**src/rtl/nasti_txn_pkg.sv**
```systemverilog
// rtl/nasti_txn_pkg.sv - shared types and helpers for the NASTI transaction tracker
// Entry fields are sized for the widest supported configuration; narrower
// instances zero-extend into them so every entry compares at full width.
package nasti_txn_pkg;

    localparam int TXN_MAX_DEPTH = 16;
    localparam int TXN_IDX_W     = 4;
    localparam int TXN_ID_MAX    = 8;
    localparam int TXN_PORT_MAX  = 8;

    typedef struct packed {
        logic                    valid;
        logic [TXN_ID_MAX-1:0]   id;
        logic [TXN_PORT_MAX-1:0] port;
    } txn_entry_t;

    // One-hot of the lowest clear bit; zero when every bit is set.
    function automatic logic [TXN_MAX_DEPTH-1:0] lowest_free(input logic [TXN_MAX_DEPTH-1:0] vld);
        logic [TXN_MAX_DEPTH-1:0] oh;
        oh = '0;
        for (int i = TXN_MAX_DEPTH - 1; i >= 0; i--) begin
            if (!vld[i]) begin
                oh    = '0;
                oh[i] = 1'b1;
            end
        end
        return oh;
    endfunction

    function automatic logic [TXN_IDX_W-1:0] onehot_to_idx(input logic [TXN_MAX_DEPTH-1:0] oh);
        logic [TXN_IDX_W-1:0] idx;
        idx = '0;
        for (int i = 0; i < TXN_MAX_DEPTH; i++) begin
            if (oh[i]) idx = idx | TXN_IDX_W'(i);
        end
        return idx;
    endfunction

endpackage

```
**src/rtl/nasti_txn_tracker_age.sv**
```systemverilog
// rtl/nasti_txn_tracker_age.sv - age matrix selecting the oldest entry of a match vector
// Ports: clk, rstn (async active-low); set_en/set_idx mark an entry youngest;
// clr_en/clr_idx retire an entry; match in, oldest (one-hot) out.
module txn_age_matrix
    import nasti_txn_pkg::*;
#(
    parameter int DEPTH = 4
) (
    input  logic                 clk,
    input  logic                 rstn,
    input  logic                 set_en,
    input  logic [TXN_IDX_W-1:0] set_idx,
    input  logic                 clr_en,
    input  logic [TXN_IDX_W-1:0] clr_idx,
    input  logic [DEPTH-1:0]     match,
    output logic [DEPTH-1:0]     oldest
);

    // older[i][j] = 1 means entry i was allocated before entry j.
    logic [DEPTH-1:0] older [DEPTH];

    always_ff @(posedge clk or negedge rstn) begin
        if (!rstn) begin
            for (int i = 0; i < DEPTH; i++) older[i] <= '0;
        end else begin
            for (int i = 0; i < DEPTH; i++) begin
                for (int j = 0; j < DEPTH; j++) begin
                    if (clr_en && clr_idx == TXN_IDX_W'(i)) older[i][j] <= 1'b0;
                    // New entry: everyone else is older, it is older than nobody.
                    if (set_en && set_idx == TXN_IDX_W'(j) && i != j) older[i][j] <= 1'b1;
                    if (set_en && set_idx == TXN_IDX_W'(i)) older[i][j] <= 1'b0;
                end
            end
        end
    end

    // An entry wins if no other matching entry is older than it; the
    // diagonal is always zero so it never disqualifies itself.
    always_comb begin
        oldest = '0;
        for (int i = 0; i < DEPTH; i++) begin
            oldest[i] = match[i];
            for (int j = 0; j < DEPTH; j++) begin
                if (match[j] && older[j][i]) oldest[i] = 1'b0;
            end
        end
    end

endmodule

```
**src/rtl/nasti_txn_tracker.sv**
```systemverilog
// rtl/nasti_txn_tracker.sv - outstanding NASTI transaction table: grant throttle and response routing
// Ports: clk, rstn (async active-low); alloc_* record issued address handshakes,
// alloc_id_q/alloc_port_q feed the conflict check behind alloc_ready;
// resp_* look up and retire entries, returning resp_hit/resp_port;
// full/empty/count report occupancy; err_unmatched is a sticky error.
module nasti_txn_tracker #(
    parameter int DEPTH      = 4,
    parameter int ID_WIDTH   = 1,
    parameter int PORTS      = 8,
    parameter int PORT_WIDTH = 3
) (
    input  logic                         clk,
    input  logic                         rstn,
    input  logic                         alloc_valid,
    input  logic [ID_WIDTH-1:0]          alloc_id,
    input  logic [PORT_WIDTH-1:0]        alloc_port,
    input  logic [ID_WIDTH-1:0]          alloc_id_q,
    input  logic [PORT_WIDTH-1:0]        alloc_port_q,
    output logic                         alloc_ready,
    input  logic                         resp_valid,
    input  logic [ID_WIDTH-1:0]          resp_id,
    input  logic                         resp_last,
    input  logic                         resp_ready,
    output logic                         resp_hit,
    output logic [PORT_WIDTH-1:0]        resp_port,
    output logic                         full,
    output logic                         empty,
    output logic [$clog2(DEPTH+1)-1:0]   count,
    output logic                         err_unmatched
);
    import nasti_txn_pkg::*;

    localparam int CNT_W = $clog2(DEPTH + 1);

    if (PORTS > (1 << PORT_WIDTH)) begin : g_bad_port_width
        $error("PORT_WIDTH too narrow for PORTS");
    end
    if (DEPTH < 2 || DEPTH > TXN_MAX_DEPTH || ID_WIDTH > TXN_ID_MAX) begin : g_bad_size
        $error("DEPTH or ID_WIDTH out of range");
    end

    txn_entry_t               entries [DEPTH];
    logic [DEPTH-1:0]         valid_vec, match_vec, conflict_vec, oldest_oh;
    logic [TXN_MAX_DEPTH-1:0] valid_pad, oldest_pad;
    logic [TXN_IDX_W-1:0]     alloc_idx, free_idx;
    logic                     alloc_en, free_en;

    for (genvar g = 0; g < TXN_MAX_DEPTH; g++) begin : g_slot
        if (g < DEPTH) begin : g_real
            assign valid_vec[g]    = entries[g].valid;
            assign match_vec[g]    = entries[g].valid && entries[g].id == TXN_ID_MAX'(resp_id);
            assign conflict_vec[g] = entries[g].valid && entries[g].id == TXN_ID_MAX'(alloc_id_q)
                                     && entries[g].port != TXN_PORT_MAX'(alloc_port_q);
            assign valid_pad[g]    = valid_vec[g];
            assign oldest_pad[g]   = oldest_oh[g];
        end else begin : g_pad
            // Non-existent slots look occupied so they are never allocated.
            assign valid_pad[g]  = 1'b1;
            assign oldest_pad[g] = 1'b0;
        end
    end

    assign full        = (count == CNT_W'(DEPTH));
    assign empty       = (count == '0);
    assign alloc_ready = !full && !(|conflict_vec);
    assign resp_hit    = resp_valid && (|match_vec);

    // Slot choice uses pre-edge validity, so a slot freed this cycle is not reused.
    assign alloc_idx = onehot_to_idx(lowest_free(valid_pad));
    assign free_idx  = onehot_to_idx(oldest_pad);
    assign alloc_en  = alloc_valid && !full;
    assign free_en   = resp_valid && resp_ready && resp_last && resp_hit;

    txn_age_matrix #(.DEPTH(DEPTH)) u_age (
        .clk     (clk),
        .rstn    (rstn),
        .set_en  (alloc_en),
        .set_idx (alloc_idx),
        .clr_en  (free_en),
        .clr_idx (free_idx),
        .match   (match_vec),
        .oldest  (oldest_oh)
    );

    always_comb begin
        resp_port = '0;
        if (resp_valid) begin
            for (int i = 0; i < DEPTH; i++) begin
                if (oldest_oh[i]) resp_port = entries[i].port[PORT_WIDTH-1:0];
            end
        end
    end

    always_ff @(posedge clk or negedge rstn) begin
        if (!rstn) begin
            for (int i = 0; i < DEPTH; i++) entries[i] <= '0;
        end else begin
            for (int i = 0; i < DEPTH; i++) begin
                if (free_en && free_idx == TXN_IDX_W'(i)) entries[i].valid <= 1'b0;
                if (alloc_en && alloc_idx == TXN_IDX_W'(i)) begin
                    entries[i] <= '{valid: 1'b1,
                                    id:    TXN_ID_MAX'(alloc_id),
                                    port:  TXN_PORT_MAX'(alloc_port)};
                end
            end
        end
    end

    always_ff @(posedge clk or negedge rstn) begin
        if (!rstn) begin
            count         <= '0;
            err_unmatched <= 1'b0;
        end else begin
            case ({alloc_en, free_en})
                2'b10:   count <= count + CNT_W'(1);
                2'b01:   count <= count - CNT_W'(1);
                default: count <= count;
            endcase
            if (resp_valid && !resp_hit) err_unmatched <= 1'b1;
        end
    end

endmodule
```
**config.mk**
```make
export PLATFORM = sky130hd
export DESIGN_NAME = nasti_txn_tracker
export DESIGN_NICKNAME = d
export VERILOG_FILES = /design/src/rtl/nasti_txn_pkg.sv /design/src/rtl/nasti_txn_tracker_age.sv /design/src/rtl/nasti_txn_tracker.sv
export SDC_FILE = /design/constraint.sdc
export NUM_CORES = 1
export LEC_CHECK = 0
export BUFFER_PORTS_ARGS = -buffer_cell sky130_fd_sc_hd__buf_2
export CAP_MARGIN = 20
export CORE_UTILIZATION = 35
export CTS_CLUSTER_DIAMETER = 30
export DETAILED_ROUTE_END_ITERATION = 8
export PLACE_DENSITY_LB_ADDON = 0.3
export SLEW_MARGIN = 20
export SYNTH_ARGS = -nofsm -noshare
export SYNTH_HDL_FRONTEND = slang
export SYNTH_HIERARCHICAL = 1
export SYNTH_SLANG_ARGS = --single-unit
export TNS_END_PERCENT = 20
```
**constraint.sdc**
```tcl
create_clock -name clk -period 3.1 [get_ports clk]
set_input_delay 0.93 -clock clk [delete_from_list [all_inputs] [get_ports clk]]
set_output_delay 0.93 -clock clk [all_outputs]
set_load 0.05 [all_outputs]
```
Word level (Yosys, flattened, before mapping) --
Index checks and enable logic that the tools add are counted.
Word-level totals: register bits after elaboration 40, RAM bits 0, ROM bits 0, bits in latches 0, memories 0, word-level logic and storage cells 201
Cells by class: div/mod/pow operators 0, equality and inequality tests 21, add/subtract/negate cells 2, shift-type cells 0, bitwise gates (word level) 0, mux-type cells 80, multipliers 0, reduce and logical (&&, ||, !) cells 68, order comparisons 0
Operators with widths (count):
- two-way mux 17 bit | 4
- two-way mux 1 bit | 50
- two-way mux 16 bit | 3
- logical AND 1 bit | 43
- two-way mux 4 bit | 9
- nonzero test 3 bit | 12
- two-way mux 3 bit | 9
- inequality test 3 bit | 4
- nonzero test 2 bit | 5
- equality test 1 bit | 8
- equality test 4 x 2 -> 1 bit, second input constant | 2
- logical NOT 4 bit | 2
- two-way mux 2 bit | 4
- OR reduction 4 bit | 2
- equality test 2 bit, second input constant | 3
- one-hot mux 3 bit (2 select lines) | 1
- equality test 2 x 1 -> 1 bit, second input constant | 2
- equality test 4 x 1 -> 1 bit, second input constant | 1
- adder 3 x 1 -> 3 bit, second input constant | 1
- equality test 3 bit, second input constant | 1
- logical NOT 1 bit | 3
- logical NOT 3 bit | 1
- subtractor 3 x 1 -> 3 bit, second input constant | 1

Depth between registers and ports, before layout --
Gate-level depths: netlist of the first run.
depth after elaboration 23, depth in mapped cells 10, gate-level depth less buffers 9

Cells and area by module --
The synthesis of the first run kept the hierarchy.
By module, submodules not included:
- nasti_txn_tracker | cells an instance 146, times used 1, area an instance 1586.5 um^2
- txn_age_matrix | cells an instance 55, times used 1, area an instance 595.6 um^2

Worst setup path before layout of the first run --
No wires, ideal clock.
path kind input port to output port, from in resp_id, to out resp_port[0], arrival 3.379 ns, path buffers 2, slack -1.209 ns, stages on the path 9, cell sequence clkbuf_1 -> xnor2_1 -> and2_1 -> a22oi_1 -> and3_1 -> clkbuf_1 -> nor2b_1 -> a22oi_1 -> a211oi_1
On the way: elaborated cells between the ends (all ways) 45
RTL lines:
- start: declaration | line nasti_txn_tracker.sv:21 | input logic [ID_WIDTH-1:0] resp_id,
- equality test 1 bit | line nasti_txn_tracker.sv:51 | assign match_vec[g] = entries[g].valid && entries[g].id == TXN_ID_MAX'(resp_id);
- logical AND 1 bit | line nasti_txn_tracker.sv:51
- via match_vec[0] | line nasti_txn_tracker.sv:43 | logic [DEPTH-1:0] valid_vec, match_vec, conflict_vec, oldest_oh;
- logical AND 1 bit | line nasti_txn_tracker_age.sv:44 | if (match[j] && older[j][i]) oldest[i] = 1'b0;
- two-way mux 1 bit (4 in a row) | line nasti_txn_tracker_age.sv:44
- via oldest_oh[1] | line nasti_txn_tracker.sv:43
- two-way mux 3 bit (3 in a row) | line nasti_txn_tracker.sv:89 | if (oldest_oh[i]) resp_port = entries[i].port[PORT_WIDTH-1:0];
- two-way mux 3 bit | line nasti_txn_tracker.sv:87 | if (resp_valid) begin
- end: declaration | line nasti_txn_tracker.sv:25 | output logic [PORT_WIDTH-1:0] resp_port,
The timed path passes the listed nets, and every way through them passes these cells.

Worst setup path after layout of the first run --
from in resp_id, to out resp_port[0]
On the way: elaborated cells between the ends (all ways) 45
RTL lines (line):
- equality test 1 bit | nasti_txn_tracker.sv:51
- logical AND 1 bit | nasti_txn_tracker.sv:51
- via match_vec[0] | nasti_txn_tracker.sv:43
- logical AND 1 bit | nasti_txn_tracker_age.sv:44
- two-way mux 1 bit (4 in a row) | nasti_txn_tracker_age.sv:44
- via oldest_oh[3] | nasti_txn_tracker.sv:43
- two-way mux 3 bit | nasti_txn_tracker.sv:89
- two-way mux 3 bit | nasti_txn_tracker.sv:87
The timed path passes the listed nets, and every way through them passes these cells.

==> flow_summary_export.csv, run 1 <==
group,metric,value,unit
outcome,status,"finished with violations",
outcome,violations,"negative setup slack",
clock_tree,clk_latency,0.29,ns
detailed_routing,drc,0,
floorplanning,die_h,81.0,um
logic_synthesis,ys_ff_latch,36,
global_routing,grt_start_max_net_pins,37,
placement,gp_congestion,0.809,
logic_synthesis,syn-instance-count,201,
clock_tree,cts_buffer_depth,2,
power_and_ir_drop,peakVddDrop,776,uV
timing,setup_viol,3,
logic_synthesis,yosys.area.top_type,"dfrtp_1",
layout,diodes,0,
logic_synthesis,synthArstFlopShare,100,%
power_and_ir_drop,net-switching-power,1.54,mW
global_routing,grt_pass1_vias,1731,
detailed_routing,drt-wirelength-per-cell,16.3,um
logic_synthesis,yosysMostFrequentCell,"dfrtp_1",
timing,skew,0.00631,ns
logic_synthesis,yosysTopAreaCellShare,41.3,%
power_and_ir_drop,p_int,1.78,mW
detailed_routing,wirelength,5.32,mm
logic_synthesis,synth_area_leaders,"dfrtp_1 (41%), mux2_1 (8.3%), xor2_1 (5.6%)",
global_routing,grt_pass1_wl,8.78,mm
detailed_routing,drt_iter0_drc,97,
detailed_routing,vias,1704,
detailed_routing,via_per_inst,5.21,
timing,period_needed,3.27,ns
logic_synthesis,postSynthAreaPerCell,10.9,um^2
clock_tree,path_clk_slew,0.07,ns
floorplanning,start_util,36.6,%
timing,slew_headroom,43.4,%
logic_synthesis,seq_area_frac_synth,41.3,%
power_and_ir_drop,clkPwrFrac,10.5,%
clock_tree,cts_tree,"built",
floorplanning,core,5960,um^2
clock_tree,hold_buffers,0,
timing,max_clock_freq,306,MHz
clock_tree,numCtsBuffers,5,
logic_synthesis,synthDistinctLibCells,51,
detailed_routing,antenna_left,0,
placement,pre_cts_ws,-0.446,ns
logic_synthesis,syn_area,2180,um^2
global_routing,antenna_found_initial,0,
timing,worst_slew_pin_slew,0.849,ns
layout,final_core_util,46.9,%
placement,io_buffers,25,
power_and_ir_drop,switching_share,46.3,%
timing,tns,-0.488,ns
floorplanning,die_w,81.0,um
logic_synthesis,synth_edf_count,0,
power_and_ir_drop,power,3.32,mW
worst_setup_path,critPathLaunch,"resp_id",
worst_setup_path,worstPathRequired,2.17,ns
global_routing,grt_use_total,18.1,%
worst_setup_path,r2r_setup_slack,0.63,ns
timing,drv_slew,0,
clock_tree,clkSinkCount,36,
clock_tree,cts_max_level,2,
logic_synthesis,synth_warnings,6,
floorplanning,boundaryPins,26,
worst_setup_path,r2r_end,"u_age/older[7]",
clock_tree,clock-root-buffer,"clkbuf_8",
worst_setup_path,crit_arrival,2.34,ns
power_and_ir_drop,p_comb_share,61.7,%
layout,nets,268,
worst_setup_path,critPathCapture,"resp_port[0]",
global_routing,grt_overflow,0,
logic_synthesis,ys.flop_type,"dfrtp_1",
clock_tree,postCtsSetupBuffers,0,
worst_hold_path,hp-class,"flop to flop",
worst_setup_path,reg2reg_from,"entries[59]",
detailed_routing,firstDrtPassIters,4,
power_and_ir_drop,seq_power_share,27.8,%
placement,dp_hpwl,4.03,mm
layout,syn_to_final_growth,27.9,%
worst_setup_path,critPathKind,"input pin to output pin",
worst_setup_path,startpoint_type,"input pin",
worst_setup_path,worstRegToRegCells,9,
worst_setup_path,endpoint_kind,"output pin",
floorplanning,rows,28,
worst_setup_path,cp_max_fo,7,
logic_synthesis,synth_common_cells,"dfrtp_1 (36), mux2_1 (16), xor2_1 (14)",
timing,whs,0.480,ns
flow_run,maxCapViolCount,0,
power_and_ir_drop,p_leak,1.18,nW
timing,rsz0062_at_grt,"true",
floorplanning,dieArea,6550,um^2
timing,final-hold-violation-count,0,
timing,setup_ws,-0.171,ns
power_and_ir_drop,cellPowerDensity,1190,nW/um^2
timing,fin_crit_sh,106,%
layout,layout-drive-gt1-share,38.1,%
-- critical path, stage by stage --
cell      delay [ns]
buf_12          0.11
xnor2_1         0.12
and2_4          0.19
a22oi_2         0.17
and3_4          0.29
nor2_4          0.09
a211oi_4        0.25
buf_6           0.19
-- power by group through the flow --
stage / Clock, mW / Combinational (mW) / Sequential [mW]
3_5_place_dp: 0 / 1.85 / 0.913
5_1_grt: 0.378 / 2.20 / 0.953
4_1_cts: 0.362 / 2.00 / 0.916
2_1_floorplan: 0 / 1.32 / 0.959
6_report: 0.348 / 2.05 / 0.925
3_3_place_gp: 0 / 1.83 / 0.916
-- flip-flops by register name, indices dropped and copies added (netlist names) --
signal,cells
entries,20
u_age/older,12
count,3
err_unmatched,1
-- metrics by stage --
step           instances  cell area (um^2)
3_3_place_gp         319              2570
3_5_place_dp         319              2570
6_report             327              2790
2_1_floorplan        212              2290
5_1_grt              327              2790
4_1_cts              327              2760
-- cell type report --
class | count | area (um^2)
clock buffer | 6 | 82.6
clock inverter | 2 | 10.0
fill | 576 | 3160
inverter | 9 | 33.8
multi-input combinational | 161 | 1410
sequential | 36 | 901
tap | 75 | 93.8
timing repair buffer | 38 | 259
-- worst min path at each step --
stage / slack (ns) / to / cells after the start / from
3_3_place_gp: 0.46 / err_unmatched / 1 / err_unmatched
4_1_cts: 0.49 / err_unmatched / 1 / err_unmatched
2_1_floorplan: 0.47 / u_age/older[5] / 1 / u_age/older[5]
3_5_place_dp: 0.47 / err_unmatched / 1 / err_unmatched
6_report: 0.48 / err_unmatched / 1 / err_unmatched
5_1_grt: 0.50 / err_unmatched / 1 / err_unmatched
-- metal layers --
metal,global-route usage (%),share of wire (%),vias up
li1,-,-,819
met1,25.2,47,840
met2,28.1,48,36
met3,3.71,4.1,9
met4,5.89,1.6,0
met5,0,0,-
-- cells in the final DEF (no fill, tap or decap), types with 4 or more instances in the layout --
| cell type | synthesis | final |
|---|---|---|
| conb_1 | 1 | 12 |
| buf_4 | 2 | 13 |
| inv_1 | 7 | 7 |
| buf_2 | 1 | 20 |
| xnor2_1 | 9 | 7 |
| nor2_1 | 11 | 10 |
| mux2_1 | 16 | 16 |
| a21oi_1 | 6 | 5 |
| xor2_1 | 14 | 14 |
| clkbuf_8 | 0 | 6 |
| a31o_1 | 4 | 4 |
| a22oi_2 | 0 | 5 |
| nor2b_1 | 5 | 4 |
| dfrtp_1 | 36 | 36 |
| a31o_2 | 8 | 8 |
| nand2_1 | 11 | 11 |
| and2_4 | 0 | 4 |
-- kinds of logic after synthesis --
group / count (synthesis) / synth area share [%]
muxes: 18 / 9.17
and+or+nand+nor: 64 / 19.7
buffers and inverters: 15 / 2.98
other: 1 / 0.172
AOI/OAI and AO/OA: 42 / 15.9
DFF: 36 / 41.3
xor gates and xnor gates: 23 / 9.23
adders and majority gates: 2 / 1.49
-- repair_timing --
item                       in CTS  in global routing
gates resized for setup        27                  9
pin swaps                       7                  3
setup endpoints to repair       3                  4
Note: power is estimated with default switching activity, not from simulation.
==> run 2: changes to the inputs <==
- RECOVER_POWER: default -> 100
==> run 2 against run 1 <==
The run ends with max-capacitance violations, max-slew violations, negative setup slack left. Non-clock buffer count unchanged. Utilization decreased by 1.4 points. Global-route usage unchanged. Power decreased by 2.6%. Clock skew about the same. Sequential share of layout area increased by 0.98 points. Highest routed layer unchanged.
==> flow_summary_export.csv, run 2 (synthesis results as in run 1) <==
group,metric,value,unit
power_and_ir_drop,seq_power_share,28.6,%
power_and_ir_drop,p_leak,1.13,nW
layout,syn_to_final_growth,24.1,%
power_and_ir_drop,switching_share,46.2,%
clock_tree,hold_buffers,0,
power_and_ir_drop,cellPowerDensity,1190,nW/um^2
detailed_routing,vias,1692,
timing,rsz0062_at_grt,"true",
worst_setup_path,crit_arrival,2.34,ns
layout,layout-drive-gt1-share,31.7,%
timing,final-hold-violation-count,0,
layout,nets,268,
placement,io_buffers,25,
floorplanning,start_util,36.6,%
layout,diodes,0,
worst_setup_path,cp_max_fo,7,
global_routing,global_route.usage.met3,3.71,%
worst_setup_path,cp_slowest_cell,"and3_4",
timing,fin_crit_sh,106,%
global_routing,grt_pass1_vias,1731,
clock_tree,cts_tree,"built",
outcome,violations,"max-capacitance violations, max-slew violations, negative setup slack",
worst_setup_path,endpoint_kind,"output pin",
clock_tree,cts_buffer_depth,2,
placement,dpl_cell_area,2570,um^2
layout,final_common_cell,"dfrtp_1",
layout,postLayoutCellArea,2710,um^2
power_and_ir_drop,p_int,1.74,mW
global_routing,grt_use_total,18.1,%
timing,drv_slew,37,
outcome,status,"finished with violations",
flow_run,maxCapViolCount,1,
layout,final_cell_mix,"dfrtp_1 (36), mux2_1 (16), xor2_1 (14)",
clock_tree,postCtsSetupBuffers,0,
detailed_routing,drc,0,
timing,setup_viol,4,
timing,worst_slew_pin_slew,2.03,ns
clock_tree,clkSinkCount,36,
global_routing,grt_use_met1,25.2,%
worst_setup_path,worstPathRequired,2.17,ns
timing,tns,-0.527,ns
placement,dp_hpwl,4.03,mm
floorplanning,core,5960,um^2
worst_setup_path,critPathKind,"input pin to output pin",
clock_tree,cts_max_level,2,
placement,gp_congestion,0.809,
global_routing,grt_start_max_net_pins,37,
timing,period_needed,3.27,ns
detailed_routing,drt_iter0_drc,101,
global_routing,use_met2,28.1,%
power_and_ir_drop,net-switching-power,1.50,mW
global_routing,antenna_found_initial,0,
worst_setup_path,startpoint_type,"input pin",
power_and_ir_drop,clkPwrFrac,10.8,%
detailed_routing,firstDrtPassIters,4,
worst_hold_path,hp-class,"flop to flop",
worst_setup_path,crit_chain,"buf_12 -> xnor2_1 -> and2_4 -> a22oi_2 -> and3_4 -> nor2_4 -> a211oi_4 -> buf_6",
detailed_routing,wirelength,5.33,mm
timing,skew,0.00651,ns
floorplanning,die_h,81.0,um
global_routing,grt_overflow,0,
detailed_routing,drt-wirelength-per-cell,16.3,um
power_and_ir_drop,peakVddDrop,766,uV
layout,reg_top3,"entries (20), u_age/older (12), count (3)",
timing,setup_ws,-0.171,ns
global_routing,grt_pass1_wl,8.78,mm
layout,top_register,"entries",
floorplanning,boundaryPins,26,
timing,slew_headroom,-35.4,%
floorplanning,rows,28,
layout,largest_reg_flops,20,
worst_setup_path,max_stage_delay,0.28,ns
clock_tree,clk_latency,0.29,ns
power_and_ir_drop,p_comb_share,60.6,%
global_routing,busiest_layer,"met2",
clock_tree,path_clk_slew,0.07,ns
detailed_routing,via_per_inst,5.17,
floorplanning,die_w,81.0,um
timing,max_clock_freq,306,MHz
floorplanning,dieArea,6550,um^2
detailed_routing,antenna_left,0,
clock_tree,clock-root-buffer,"clkbuf_8",
clock_tree,numCtsBuffers,5,
run 2: cell types whose count changed in the layout (fill, tap and decap cells not counted), moves of 2 or more:
cell	change
nand3b_1	+2
nor3_1	+2
nand3b_4	-2
clkbuf_1	+10
buf_4	-3
buf_2	-8
run 2: power groups by stage:
stage | logic [mW] | registers [mW] | clock network [mW]
floorplan | 1.32 | 0.959 | 0
global placement | 1.83 | 0.916 | 0
detailed placement | 1.85 | 0.913 | 0
CTS | 2.00 | 0.916 | 0.362
global route | 2.11 | 0.955 | 0.378
finish | 1.96 | 0.925 | 0.350
run 2: layout make-up:
cell class	instances	area, um^2
Clock buffer	6	82.6
Clock inverter	2	10.0
Fill cell	590	3250
Inverter	9	33.8
Multi-Input combinational cell	161	1350
Sequential cell	36	901
Tap cell	75	93.8
Timing Repair Buffer	38	241
run 2: path summary, 6_finish.rpt:
path	start	to	slack, ns	cells after the start
worst max register to register	entries[67]	count[2]	0.53	10
worst max-delay path	resp_id	resp_port[0]	-0.17	8
max in group asynchronous	rstn	entries[1]	0.72	1
worst min-delay path	err_unmatched	err_unmatched	0.48	1
worst min register to register	err_unmatched	err_unmatched	0.48	1
min in group asynchronous	rstn	err_unmatched	1.21	1
run 2: metrics by stage:
step / instances / setup slack, ns / utilization, % / power (mW) / hold WS, ns
finish: 327 / -0.171 / 45.5 / 3.24 / 0.485
CTS: 327 / -0.181 / 46.3 / 3.28 / 0.491
floorplan: 212 / -0.345 / - / 2.28 / 0.473
global placement: 319 / -0.404 / 43.2 / 2.75 / 0.456
detailed placement: 319 / -0.446 / 43.2 / 2.77 / 0.474
global route: 327 / -0.231 / 45.5 / 3.45 / 0.508
run 2: routing by layer:
layer	wire length [um]	part of all wire, %
met1	2490	47
met2	2540	48
met3	216	4.1
met4	84	1.6
met5	0	0
run 2: critical path: cells and delay by family:
family,cells,cell delay (ns)
buf+inv,2,0.30
simple gates,3,0.55
xor+xnor,1,0.12
compound gates,2,0.42
run 2: timing repair:
item                       CTS  global route
pin swaps                    7             3
gates cloned                 0             0
gates resized for setup     27             9
setup endpoints to repair    3             4
==> run 3: changes to the inputs <==
- clock period: 3.1 -> 4.1 ns (I/O delays scaled with it)
==> run 3 against run 2 <==
The flow finishes with violations (max-capacitance violations, max-slew violations). Design area decreased by 4.5%. Clock-buffer cell count up 2. Wire length fell by 5.8%. Die area is the same. Clock power down 26%. Global-route usage is 0.77 points lower. Sequential power is 22% lower. Utilization shrank 2.1 points. Hold slack improved by 0.0038 ns. Largest cell class unchanged.
==> flow_summary_export.csv, run 3 (synthesis results as in run 1) <==
group,metric,value,unit
outcome,status,"finished with violations",
outcome,violations,"max-capacitance violations, max-slew violations",
floorplanning,dieArea,6550,um^2
detailed_routing,firstDrtPassIters,4,
timing,skew,0.00323,ns
clock_tree,postCtsSetupBuffers,0,
detailed_routing,drt_iter0_drc,71,
power_and_ir_drop,clkPwrFrac,11.2,%
flow_run,maxCapViolCount,1,
floorplanning,die_h,81.0,um
global_routing,grt_start_max_net_pins,37,
clock_tree,path_clk_slew,0.07,ns
detailed_routing,antenna_left,0,
detailed_routing,wl_met1,2.47,mm
layout,final_cell_mix,"dfrtp_1 (36), mux2_1 (16), buf_2 (16)",
floorplanning,start_util,36.6,%
worst_setup_path,endpoint_kind,"output pin",
clock_tree,cts_buffer_depth,2,
power_and_ir_drop,peakVddDrop,730,uV
layout,seq_area,901,um^2
layout,multi_input_area,1280,um^2
floorplanning,boundaryPins,26,
placement,dpl_cell_area,2500,um^2
worst_setup_path,crit_family,"simple AND/OR/NAND/NOR gates",
detailed_routing,wirelength,5.02,mm
detailed_routing,via_per_inst,5.11,
power_and_ir_drop,net-switching-power,1.07,mW
layout,largest_reg_flops,20,
worst_setup_path,worstPathRequired,2.87,ns
floorplanning,core,5960,um^2
timing,slew_headroom,-29.8,%
power_and_ir_drop,p_leak,1.07,nW
worst_setup_path,critical_path_buf_inv_count,2,
detailed_routing,drc,0,
clock_tree,hold_buffers,0,
timing,setup_viol,0,
placement,dp_hpwl,3.79,mm
worst_setup_path,crit_chain,"buf_2 -> xnor2_1 -> and2_1 -> a22oi_1 -> and3_2 -> nor2b_2 -> a22oi_1 -> a211oi_4 -> buf_6",
worst_setup_path,cp_slowest_cell,"and3_2",
detailed_routing,dr_wl_met3,149,um
placement,gp_congestion,0.897,
floorplanning,rows,28,
worst_hold_path,hp-class,"flop to flop",
layout,top_register,"entries",
clock_tree,cts_max_level,2,
worst_setup_path,max_stage_delay,0.27,ns
detailed_routing,wl_met2,2.35,mm
layout,syn_to_final_growth,18.5,%
global_routing,antenna_found_initial,0,
clock_tree,clkSinkCount,36,
layout,diodes,0,
clock_tree,cts_tree,"built",
timing,period_needed,4.01,ns
global_routing,grt_overflow,0,
worst_setup_path,cp_max_fo,6,
timing,drv_slew,37,
clock_tree,clock-root-buffer,"clkbuf_8",
timing,worst_slew_pin_slew,1.95,ns
layout,final_common_cell,"dfrtp_1",
worst_setup_path,crit_arrival,2.78,ns
layout,postLayoutCellArea,2590,um^2
power_and_ir_drop,seq_power_share,31.3,%
layout,nets,262,
power_and_ir_drop,switching_share,46.4,%
layout,layout.cells.non_filler,321,
floorplanning,die_w,81.0,um
layout,final.fill_count,593,
power_and_ir_drop,p_int,1.24,mW
global_routing,grt_use_total,17.4,%
layout,reg_top3,"entries (20), u_age/older (12), count (3)",
placement,io_buffers,25,
clock_tree,clk_latency,0.28,ns
global_routing,grt_pass1_wl,8.54,mm
layout,layout-drive-gt1-share,24.4,%
detailed_routing,vias,1640,
timing,max_clock_freq,249,MHz
worst_setup_path,startpoint_type,"input pin",
timing,fin_crit_sh,97.8,%
detailed_routing,drt-wirelength-per-cell,15.6,um
power_and_ir_drop,cellPowerDensity,890,nW/um^2
placement,place_inst,313,
clock_tree,numCtsBuffers,5,
worst_setup_path,critPathKind,"input pin to output pin",
global_routing,grt_pass1_vias,1686,
timing,final-hold-violation-count,0,
detailed_routing,highest_layer,"met4",
power_and_ir_drop,p_comb_share,57.4,%
worst_setup_path,cp_common_cell,"a22oi_1",
-- run 3: area by class of cell --
cell class | instances | share of cell area [%]
repair buffers | 32 | 7.16
multi-input cells | 161 | 49.6
inverters | 9 | 1.31
flip-flops and latches | 36 | 34.8
well taps | 75 | 3.63
clock buffers | 8 | 3.48
-- run 3: path summary, 6_finish.rpt --
path,slack [ns],to,depth (start not counted),startpoint
max,0.09,resp_port[0],9,resp_id
min,0.49,err_unmatched,1,err_unmatched
max reg2reg,1.48,u_age/older[15],9,entries[8]
min reg2reg,0.49,err_unmatched,1,err_unmatched
max in group asynchronous,1.50,entries[67],1,rstn
min in group asynchronous,1.49,err_unmatched,1,rstn
-- run 3: metrics by stage --
stage | hold slack (ns) | utilization (%) | TNS [ns] | total power [mW] | setup WS, ns
finish | 0.489 | 43.4 | 0 | 2.30 | 0.0895
global route | 0.515 | 43.4 | -0.0584 | 2.48 | -0.0286
CTS | 0.484 | 43.6 | 0 | 2.28 | 0.00146
detailed placement | 0.467 | 42.0 | -0.0570 | 2.00 | -0.0401
global placement | 0.456 | 42.0 | 0 | 1.98 | 0.0178
floorplan | 0.473 | - | 0 | 1.68 | 0.0174
-- run 3: layer usage --
| metal | vias up | track usage, % |
|---|---|---|
| met4 | 0 | 4.64 |
| met3 | 7 | 3.03 |
| met2 | 27 | 28.6 |
| met5 | - | 0 |
| met1 | 803 | 23.4 |
| li1 | 803 | - |
-- run 3: power groups by stage --
stage	Combinational [mW]	Clock (mW)	Sequential (mW)
after floorplan	0.963	0	0.722
after global placement	1.25	0	0.729
after detailed placement	1.27	0	0.727
after CTS	1.29	0.269	0.720
after global routing	1.45	0.288	0.746
final	1.32	0.258	0.722
-- run 3: repair_timing --
item / CTS / global route
gates resized for setup: 2 / 16
hold endpoints to repair: 0 / 0
endpoints found under the setup margin: 2 / 3
pin swaps: 0 / 1
cloned: 0 / 0
-- run 3: worst reg2reg max path, delay by kind of cell (launching register included) --
| family | cells | cell delay (ns) |
|---|---|---|
| buffers and inverters | 1 | 0.16 |
| flip-flops | 1 | 0.46 |
| AND/OR/NAND/NOR | 5 | 1.38 |
| AO/OA/AOI/OAI | 2 | 0.37 |
| XOR/XNOR | 1 | 0.15 |
